File: config.mk
export PLATFORM = sky130hd
export DESIGN_NAME = probe_sequencer
export DESIGN_NICKNAME = d
export VERILOG_FILES = /design/src/rtl/probe_pkg.sv /design/src/rtl/prbs7_gen.sv /design/src/rtl/probe_sequencer.sv
export SDC_FILE = /design/constraint.sdc
export NUM_CORES = 1
export LEC_CHECK = 0
export CELL_PAD_IN_SITES_DETAIL_PLACEMENT = 0
export CELL_PAD_IN_SITES_GLOBAL_PLACEMENT = 1
export CORE_MARGIN = 2
export CORE_UTILIZATION = 45
export CTS_CLUSTER_DIAMETER = 40
export DETAILED_ROUTE_END_ITERATION = 16
export GPL_TIMING_DRIVEN = 0
export PLACE_DENSITY = 0.84
export SLEW_MARGIN = 20
export SYNTH_ARGS = -nofsm -noshare
export SYNTH_HDL_FRONTEND = slang
export SYNTH_SLANG_ARGS = --single-unit
File: constraint.sdc
create_clock -name i_clk -period 4.9 [get_ports i_clk]
set_input_delay 0.735 -clock i_clk [delete_from_list [all_inputs] [get_ports i_clk]]
set_output_delay 0.735 -clock i_clk [all_outputs]
set_load 0.02 [all_outputs]
File: src/rtl/probe_pkg.sv
// Shared types and constants for the probe frame sequencer.
// The phase encoding is also the value driven on the debug phase port.
package probe_pkg;

    typedef enum logic [1:0] {
        PH_IDLE   = 2'd0,
        PH_SQUARE = 2'd1,
        PH_DATA   = 2'd2,
        PH_GAP    = 2'd3
    } phase_t;

    localparam logic [6:0] PRBS7_SEED = 7'h7F;
    localparam int PRBS7_TAP_HI = 6;
    localparam int PRBS7_TAP_LO = 5;

    localparam int DEF_HALF_PERIOD = 1;
    localparam int DEF_BURST_LEN   = 16;
    localparam int DEF_GAP_LEN     = 16;

endpackage

File: src/rtl/prbs7_gen.sv
// PRBS7 (x^7+x^6+1) generator with synchronous reload to the seed.
// o_bit_out is the bit presented after the coming edge, for registering.
module prbs7_gen
    import probe_pkg::*;
(
    input  logic i_clk,
    input  logic i_reset,
    input  logic i_load,
    input  logic i_advance,
    output logic o_bit_out
);

    logic [6:0] r_lfsr;
    logic [6:0] w_lfsr_nxt;

    always_comb begin
        w_lfsr_nxt = r_lfsr;
        if (i_load) begin
            w_lfsr_nxt = PRBS7_SEED;
        end else if (i_advance) begin
            w_lfsr_nxt = {r_lfsr[5:0],
                          r_lfsr[PRBS7_TAP_HI] ^ r_lfsr[PRBS7_TAP_LO]};
        end
    end

    always_ff @(posedge i_clk) begin
        if (i_reset) begin
            r_lfsr <= PRBS7_SEED;
        end else begin
            r_lfsr <= w_lfsr_nxt;
        end
    end

    assign o_bit_out = w_lfsr_nxt[PRBS7_TAP_HI];

endmodule

File: src/rtl/probe_sequencer.sv
// Frame sequencer for the probe outputs: SQUARE burst, PRBS7 DATA burst, GAP.
// Config arrives through a one-deep shadow and is applied at frame starts.
module probe_sequencer
    import probe_pkg::*;
#(
    parameter int CNT_W = 16
) (
    input  logic             i_clk,
    input  logic             i_reset,
    input  logic             i_enable,
    input  logic             i_cfg_valid,
    output logic             o_cfg_ready,
    input  logic [CNT_W-1:0] i_cfg_half_period,
    input  logic [CNT_W-1:0] i_cfg_burst_len,
    input  logic [CNT_W-1:0] i_cfg_gap_len,
    output logic             o_square_out,
    output logic             o_data_out,
    output logic             o_xor_out,
    output logic [1:0]       o_phase,
    output logic             o_frame_done
);

    phase_t           r_phase;
    phase_t           w_phase_nxt;
    logic [CNT_W-1:0] r_cnt;
    logic [CNT_W-1:0] w_cnt_nxt;
    logic [CNT_W-1:0] r_sq_cnt;
    logic [CNT_W-1:0] w_sq_cnt_nxt;
    logic             r_square;
    logic             w_square_nxt;
    logic             r_data;
    logic             r_xor;
    logic             r_frame_done;
    logic             r_cfg_ready;

    logic [CNT_W-1:0] r_half;
    logic [CNT_W-1:0] r_burst;
    logic [CNT_W-1:0] r_gap;
    logic [CNT_W-1:0] r_sh_half;
    logic [CNT_W-1:0] r_sh_burst;
    logic [CNT_W-1:0] r_sh_gap;
    logic             r_sh_full;

    logic [CNT_W-1:0] w_half;
    logic [CNT_W-1:0] w_burst;
    logic [CNT_W-1:0] w_gap;
    logic [CNT_W-1:0] w_half_m1;
    logic             w_accept;
    logic             w_last;
    logic             w_start;
    logic             w_data_nxt;
    logic             w_done_nxt;
    logic             w_prbs_load;
    logic             w_prbs_adv;
    logic             w_prbs_bit;

    // Config a frame starting on this edge will run with.
    assign w_half  = r_sh_full ? r_sh_half  : r_half;
    assign w_burst = r_sh_full ? r_sh_burst : r_burst;
    assign w_gap   = r_sh_full ? r_sh_gap   : r_gap;

    assign w_half_m1 = (r_half == '0) ? '0 : r_half - 1'b1;
    assign w_accept  = i_cfg_valid && r_cfg_ready;

    assign w_last  = (r_phase == PH_GAP  && r_cnt == '0)
                  || (r_phase == PH_DATA && r_cnt == '0 && r_gap == '0);
    assign w_start = i_enable && (r_phase == PH_IDLE || w_last);

    always_comb begin
        w_phase_nxt  = r_phase;
        w_cnt_nxt    = r_cnt - 1'b1;
        w_sq_cnt_nxt = r_sq_cnt;
        w_square_nxt = 1'b0;
        unique case (r_phase)
            PH_IDLE: begin
                w_cnt_nxt = r_cnt;
            end
            PH_SQUARE: begin
                if (r_cnt == '0) begin
                    w_phase_nxt = PH_DATA;
                    w_cnt_nxt   = r_burst - 1'b1;
                end else if (r_sq_cnt == '0) begin
                    w_square_nxt = !r_square;
                    w_sq_cnt_nxt = w_half_m1;
                end else begin
                    w_square_nxt = r_square;
                    w_sq_cnt_nxt = r_sq_cnt - 1'b1;
                end
            end
            PH_DATA: begin
                if (r_cnt == '0 && r_gap != '0) begin
                    w_phase_nxt = PH_GAP;
                    w_cnt_nxt   = r_gap - 1'b1;
                end
            end
            PH_GAP: begin
            end
        endcase
        if (w_last) begin
            w_phase_nxt = PH_IDLE;
            w_cnt_nxt   = '0;
        end
        if (w_start) begin
            if (w_burst == '0) begin
                w_phase_nxt = PH_GAP;
                w_cnt_nxt   = (w_gap == '0) ? '0 : w_gap - 1'b1;
            end else begin
                w_phase_nxt  = PH_SQUARE;
                w_cnt_nxt    = w_burst - 1'b1;
                w_sq_cnt_nxt = (w_half == '0) ? '0 : w_half - 1'b1;
                w_square_nxt = 1'b1;
            end
        end
    end

    assign w_prbs_load = (w_phase_nxt == PH_DATA) && (r_phase != PH_DATA);
    assign w_prbs_adv  = (w_phase_nxt == PH_DATA) && (r_phase == PH_DATA);
    assign w_data_nxt  = (w_phase_nxt == PH_DATA) && w_prbs_bit;

    // A zero gap moves the frame-done pulse onto the last DATA cycle.
    assign w_done_nxt = (w_phase_nxt == PH_GAP  && w_cnt_nxt == '0)
                     || (w_phase_nxt == PH_DATA && w_cnt_nxt == '0
                         && r_gap == '0);

    prbs7_gen u_prbs (
        .i_clk     (i_clk),
        .i_reset   (i_reset),
        .i_load    (w_prbs_load),
        .i_advance (w_prbs_adv),
        .o_bit_out (w_prbs_bit)
    );

    always_ff @(posedge i_clk) begin
        if (i_reset) begin
            r_phase      <= PH_IDLE;
            r_cnt        <= '0;
            r_sq_cnt     <= '0;
            r_square     <= 1'b0;
            r_data       <= 1'b0;
            r_xor        <= 1'b0;
            r_frame_done <= 1'b0;
            r_cfg_ready  <= 1'b1;
            r_half       <= CNT_W'(DEF_HALF_PERIOD);
            r_burst      <= CNT_W'(DEF_BURST_LEN);
            r_gap        <= CNT_W'(DEF_GAP_LEN);
            r_sh_half    <= '0;
            r_sh_burst   <= '0;
            r_sh_gap     <= '0;
            r_sh_full    <= 1'b0;
        end else begin
            r_phase      <= w_phase_nxt;
            r_cnt        <= w_cnt_nxt;
            r_sq_cnt     <= w_sq_cnt_nxt;
            r_square     <= w_square_nxt;
            r_data       <= w_data_nxt;
            r_xor        <= w_square_nxt ^ w_data_nxt;
            r_frame_done <= w_done_nxt;
            r_cfg_ready  <= !(w_accept || r_sh_full);
            if (w_accept) begin
                r_sh_half  <= i_cfg_half_period;
                r_sh_burst <= i_cfg_burst_len;
                r_sh_gap   <= i_cfg_gap_len;
                r_sh_full  <= 1'b1;
            end
            if (w_start && r_sh_full) begin
                r_half    <= r_sh_half;
                r_burst   <= r_sh_burst;
                r_gap     <= r_sh_gap;
                r_sh_full <= 1'b0;
            end
        end
    end

    assign o_cfg_ready  = r_cfg_ready;
    assign o_square_out = r_square;
    assign o_data_out   = r_data;
    assign o_xor_out    = r_xor;
    assign o_phase      = r_phase;
    assign o_frame_done = r_frame_done;

endmodule

Yosys cells after proc, flatten, opt, wreduce, memory -nomap -nowiden

Index checks and enable logic that the tools add are counted.

Add/subtract/negate cells: 8
Equality and inequality tests: 6
Multiplexer cells: 30
Bitwise gates (word level): 2
Reduce and logical (&&, ||, !) cells: 31

Operator list:

| kind                                               | count |
|---|---|
| two-way mux 16 bit                                 | 16 |
| logical NOT 16 bit                                 | 8 |
| subtractor 16 x 1 -> 16 bit, second input constant | 8 |
| one-hot mux 16 bit (3 select lines)                | 1 |
| nonzero test 16 bit                                | 1 |
| two-way mux 7 bit                                  | 2 |
| logical AND 1 bit                                  | 13 |
| two-way mux 2 bit                                  | 5 |
| == test 2 bit, second input constant               | 4 |
| two-way mux 1 bit                                  | 5 |
| logical OR 1 bit                                   | 4 |
| one-hot mux 2 bit (2 select lines)                 | 1 |
| OR reduction 2 bit                                 | 2 |
| == test 2 x 1 -> 1 bit, second input constant      | 1 |
| logical NOT 1 bit                                  | 2 |
| logical NOT 2 bit                                  | 1 |
| != test 2 bit, second input constant               | 1 |
| bitwise XOR 1 bit                                  | 2 |

Flip-flop bits (word level): 143
Input port bits: 52
Output and inout port bits: 7
Word-level logic and storage cells: 94

Logic depth before layout (Yosys ltp)

Word-level depth: 13
Gate-level depth with buffers: 19
Mapped depth without buffers: 11

Modules after synthesis

Synthesis repeated with hierarchy kept, for this count alone.

Cells, all modules: 1292
Area total of the unflattened synthesis: 9511.6 µm²

Modules (own cells, without submodules):

| module          | times used | cells each | area each (µm²) | seq. area each (µm²) |
|---|---|---|---|---|
| probe_sequencer | 1          | 1267       | 9237.6          | 2722.6 |
| prbs7_gen       | 1          | 25         | 274.0           | 140.1 |

Worst setup path after synthesis

Ideal clock, no wire load.

Kind: reg-to-reg
Start point: register r_sh_full
End point: register r_sq_cnt[10]
Setup time: 0.142 ns
Arrival: 4.074 ns
Data required time: 4.758 ns
Slack: 0.684 ns
Cell stages (with the launch flop): 17
Buffers on the path: 7
Clock period less this slack: 4.216 ns
Path through: dfxtp_1 -> buf_6 -> buf_6 -> buf_2 -> buf_2 -> buf_2 -> buf_2 -> buf_1 -> mux2i_1 -> ha_1 -> o21ai_0 -> or3b_1 -> nor3_1 -> nand2b_1 -> or4_1 -> a21oi_1 -> a311oi_1

Cells in the longest elaborated chain, start to end: 5
Elaborated cells on any way between the ends: 8
Classes of those cells: add/sub (1); mux (5); reduce/logical (2)

Ends and longest elaborated chain:

| element                                                                  | RTL line               | source |
|---|---|---|
| start, declared                                                          | probe_sequencer.sv:42  | `logic r_sh_full;` |
| start signal, assigned                                                   | probe_sequencer.sv:149 | `r_sh_full <= 1'b0;` |
| start signal, assigned                                                   | probe_sequencer.sv:163 | `r_sh_full <= 1'b1;` |
| start signal, assigned                                                   | probe_sequencer.sv:169 | `r_sh_full <= 1'b0;` |
| two-way mux 16 bit                                                       | probe_sequencer.sv:58  | `assign w_half = r_sh_full ? r_sh_half : r_half;` |
| subtractor 16 x 1 -> 16 bit / logical NOT 16 bit (equally long branches) | probe_sequencer.sv:110 | `w_sq_cnt_nxt = (w_half == '0) ? '0 : w_half - 1'b1;` |
| two-way mux 16 bit                                                       | probe_sequencer.sv:110 |  |
| two-way mux 16 bit (*)                                                   | probe_sequencer.sv:104 | `if (w_burst == '0) begin` |
| two-way mux 16 bit (*)                                                   | probe_sequencer.sv:103 | `if (w_start) begin` |
| end signal, assigned                                                     | probe_sequencer.sv:153 | `r_sq_cnt <= w_sq_cnt_nxt;` |
| end, declared                                                            | probe_sequencer.sv:27  | `logic [CNT_W-1:0] r_sq_cnt;` |

Mark *: on every way between the ends. The rest lies on a longest branch, timed or not.
A chain may end at the register's enable or synchronous reset.

Final worst setup path

Start point: register r_sh_full
End point: register r_frame_done (netlist: o_frame_done)

Cells in the longest elaborated chain, start to end: 9
Elaborated cells on any way between the ends: 18
Classes of those cells: add/sub (2); eq/ne (2); mux (7); reduce/logical (7)

Ends and longest elaborated chain:

| element                                                                  | RTL line                                       | source |
|---|---|---|
| two-way mux 16 bit                                                       | probe_sequencer.sv:60                          | `assign w_gap = r_sh_full ? r_sh_gap : r_gap;` |
| subtractor 16 x 1 -> 16 bit / logical NOT 16 bit (equally long branches) | probe_sequencer.sv:106                         | `w_cnt_nxt = (w_gap == '0) ? '0 : w_gap - 1'b1;` |
| two-way mux 16 bit                                                       | probe_sequencer.sv:106                         |  |
| two-way mux 16 bit                                                       | probe_sequencer.sv:104                         |  |
| two-way mux 16 bit                                                       | probe_sequencer.sv:103                         |  |
| logical NOT 16 bit                                                       | probe_sequencer.sv:121, probe_sequencer.sv:122 |  |
| logical AND 1 bit                                                        | probe_sequencer.sv:122                         | `\|\| (w_phase_nxt == PH_DATA && w_cnt_nxt == '0` |
| logical AND 1 bit                                                        | probe_sequencer.sv:123                         | `&& r_gap == '0);` |
| logical OR 1 bit (*)                                                     | probe_sequencer.sv:122                         |  |
| end signal, assigned                                                     | probe_sequencer.sv:157                         | `r_frame_done <= w_done_nxt;` |
| end, declared                                                            | probe_sequencer.sv:33                          | `logic r_frame_done;` |

Marks and branches as above.

==> run summary <==
Die Span Y -> 149 um
yosys warns -> 0
Final Util -> 0.532
total core area -> 20900 um^2
clock transition at the registers of the reported paths -> 80 ps
post-synthesis compound-gate area fraction -> 0.203
post-synthesis cell type count -> 80
CTS tree -> yes
worst vdd ir -> 0.000260 V
Worst setup SP type -> flip-flop
gp weighted congestion -> 0.945
worst-path fanout max -> 19
Initial Util -> 0.455
clock skew -> 13.9 ps
status -> complete, no violations
Synth Area in XOR/XNOR -> 0.0867
number of enable flip-flop cells after synthesis -> 0
# nets final -> 1418
Worst Path Arrival -> 4870 ps
Cell Rows -> 53
min cycle time layout -> 4490 ps
GRT met2 Usage -> 0.420
P&R area growth vs syn -> 16.9%
final hold violations -> 0
busiest grt layer -> met1
first-pass GRT wire length -> 49.4 mm
fmax -> 0.223 GHz
Max-slew headroom -> 0.301
RSZ-0062 raised after global routing -> false
Post-Synth Adder-Cell Area -> 0.0224
ys async rst share -> 0
DRC errors left -> 0
actual slew at the worst max-slew pin -> 1040 ps
main combinational cell family by area after synthesis -> simple AND/OR/NAND/NOR gates
Routed Antenna Nets -> 0
Ports -> 59
Inserted Diodes -> 0
Final HPWL DP -> 24.1 mm
syn_nets -> 1344
final setup vio count -> 0
commonest cells after routing, fill and taps aside -> 247 x nand2_1, 143 x dfxtp_1, 142 x a21oi_1
max-slew violations -> 0
Avg Cell Area, Syn -> 7.45 um^2
top_reg_cell synth -> dfxtp_1
register area share after synthesis -> 0.301
H-tree depth -> 4
Num CTS Buffers -> 17
drt via density -> 5.84
DRT Wirelength -> 31.5 mm
most common cell after layout, fill and taps aside -> nand2_1
#FFs+latches synth -> 143
clk sinks -> 143
die area -> 22300 um^2
IO buf count -> 57
Synth Instances -> 1275
Leak -> 3.89 nW
WP data required -> 5280 ps
Die W -> 149 um
CTS root buf -> clkbuf_16
mux cell area share after synthesis -> 0.0545
Worst Hold Class -> reg -> reg
met3 Track Usage GR -> 0.0251
share of layout cells above drive strength 1 -> 0.0771
GRT overflow -> 0
pin count of the biggest net entering global routing -> 20
antenna violations before repair -> 0
Max Cap Viol -> 0
CP endpoint kind -> flip-flop
pwr/cell area -> 590 nW/um^2
critical path class -> reg -> reg
gr usage total -> 0.286
CTS Hold Buffers Added -> 0
Pre-Repair DR Iteration Count -> 5
final worst path period share -> 0.916
Post-Synth Simple-Gate Area -> 0.280
hold_ws -> 478 ps
Post-Syn Area -> 9500 um^2
grt met1 use -> 0.441
clock tree buffer depth -> 2
number of global-route vias before repair -> 8650
Vias -> 9565
Clk Latency, worst-skew pair -> 440 ps
Wirelength per Cell -> 19.2 um
Starting DRT DRC Count -> 992
[synthesized netlist by cell type (all sizes together) (13+ instances only)]
master / number / area [um^2]
nand2: 248 / 933
a21oi: 144 / 728
dfxtp: 143 / 2860
nor2: 113 / 432
clkbuf: 67 / 251
nor3: 54 / 285
xnor2: 53 / 464
o21ai: 44 / 228
mux2i: 42 / 424
xor2: 41 / 359
nor4: 30 / 265
buf: 26 / 154
inv: 23 / 86.3
a22oi: 18 / 140
ha: 17 / 213
nand3: 14 / 75.1
nand4: 13 / 81.3
[metrics by stage]
stage / instance area (um^2) / instances / TNS (ps) / setup WS (ps) / power, mW
3_5_place_dp: 10400 / 1607 / -10780 / -1060 / 4.99
2_1_floorplan: 9500 / 1275 / 0 / 684 / 4.10
6_report: 11100 / 1637 / 0 / 411 / 6.55
4_1_cts: 11100 / 1638 / 0 / 58.0 / 6.45
5_1_grt: 11100 / 1637 / 0 / 241 / 6.95
3_3_place_gp: 10400 / 1607 / -11880 / -1110 / 4.98
[flip-flops by register name, summed over array words and instances, names as in the netlist, 2 cells and up]
signal	count
o_phase	2
r_burst	16
r_cnt	16
r_gap	16
r_half	16
r_sh_burst	16
r_sh_gap	16
r_sh_half	16
r_sq_cnt	16
u_prbs.r_lfsr	7
[cells by family (layout without fill, tap and decap cells)]
| group | count (synthesis) | after routing |
|---|---|---|
| multiplexers | 50 | 50 |
| flip-flops | 143 | 143 |
| AO/OA/AOI/OAI | 307 | 307 |
| buffers and inverters | 116 | 203 |
| AND/OR/NAND/NOR | 548 | 548 |
| XOR/XNOR | 94 | 94 |
| adder cells (fa/ha/maj) | 17 | 17 |
[critical path, stage by stage (launching register included)]
cell and delay [ps]:
dfxtp_1 350, buf_6 170, buf_6 230, clkbuf_4 290
buf_4 270, buf_6 280, mux2i_1 280, ha_1 180
o211ai_1 160, or4_1 420, buf_2 180, nand4_1 180
buf_4 230, o32ai_1 140, nor3_1 270, nand4_1 190
nor4_2 370, and4_1 230
[per-layer routing]
metal  wire, um  share of wire  up-vias
met5          0              0        -
met4        662          0.021        0
met3       1920          0.061       41
met2      13300           0.42      384
met1      15600           0.50     4466
li1           -              -     4674
[report_power, final]
| part | switching (mW) | internal, mW |
|---|---|---|
| registers | 0.203 | 1.34 |
| clock network | 0.630 | 0.835 |
| logic | 2.23 | 1.31 |
| total | 3.07 | 3.48 |
[final cells by class]
class                   count  area [um^2]
plain buffers              91          409
multi-input cells        1016         6180
flip-flops and latches    143         2860
fillers                  2119         9790
well taps                 275          344
clock inverters            15          223
repair buffers             57          571
clock buffers              17          425
inverters                  23         86.3
[repair_timing]
item | CTS | global route
gates cloned | 0 | 0
gates resized for setup | 4 | 7
buffers inserted | 0 | 0
setup endpoints to repair | 30 | 8
[worst paths after layout]
kind              slack, ps           start             end  cells after the start
hold / removal          480  r_sh_burst[11]  r_sh_burst[11]                      2
setup reg to reg        410       r_sh_full    o_frame_done                     17
setup / recovery        410       r_sh_full    o_frame_done                     17
hold reg to reg         480  r_sh_burst[11]  r_sh_burst[11]                      2
Note: power is estimated with default switching activity, not from simulation.
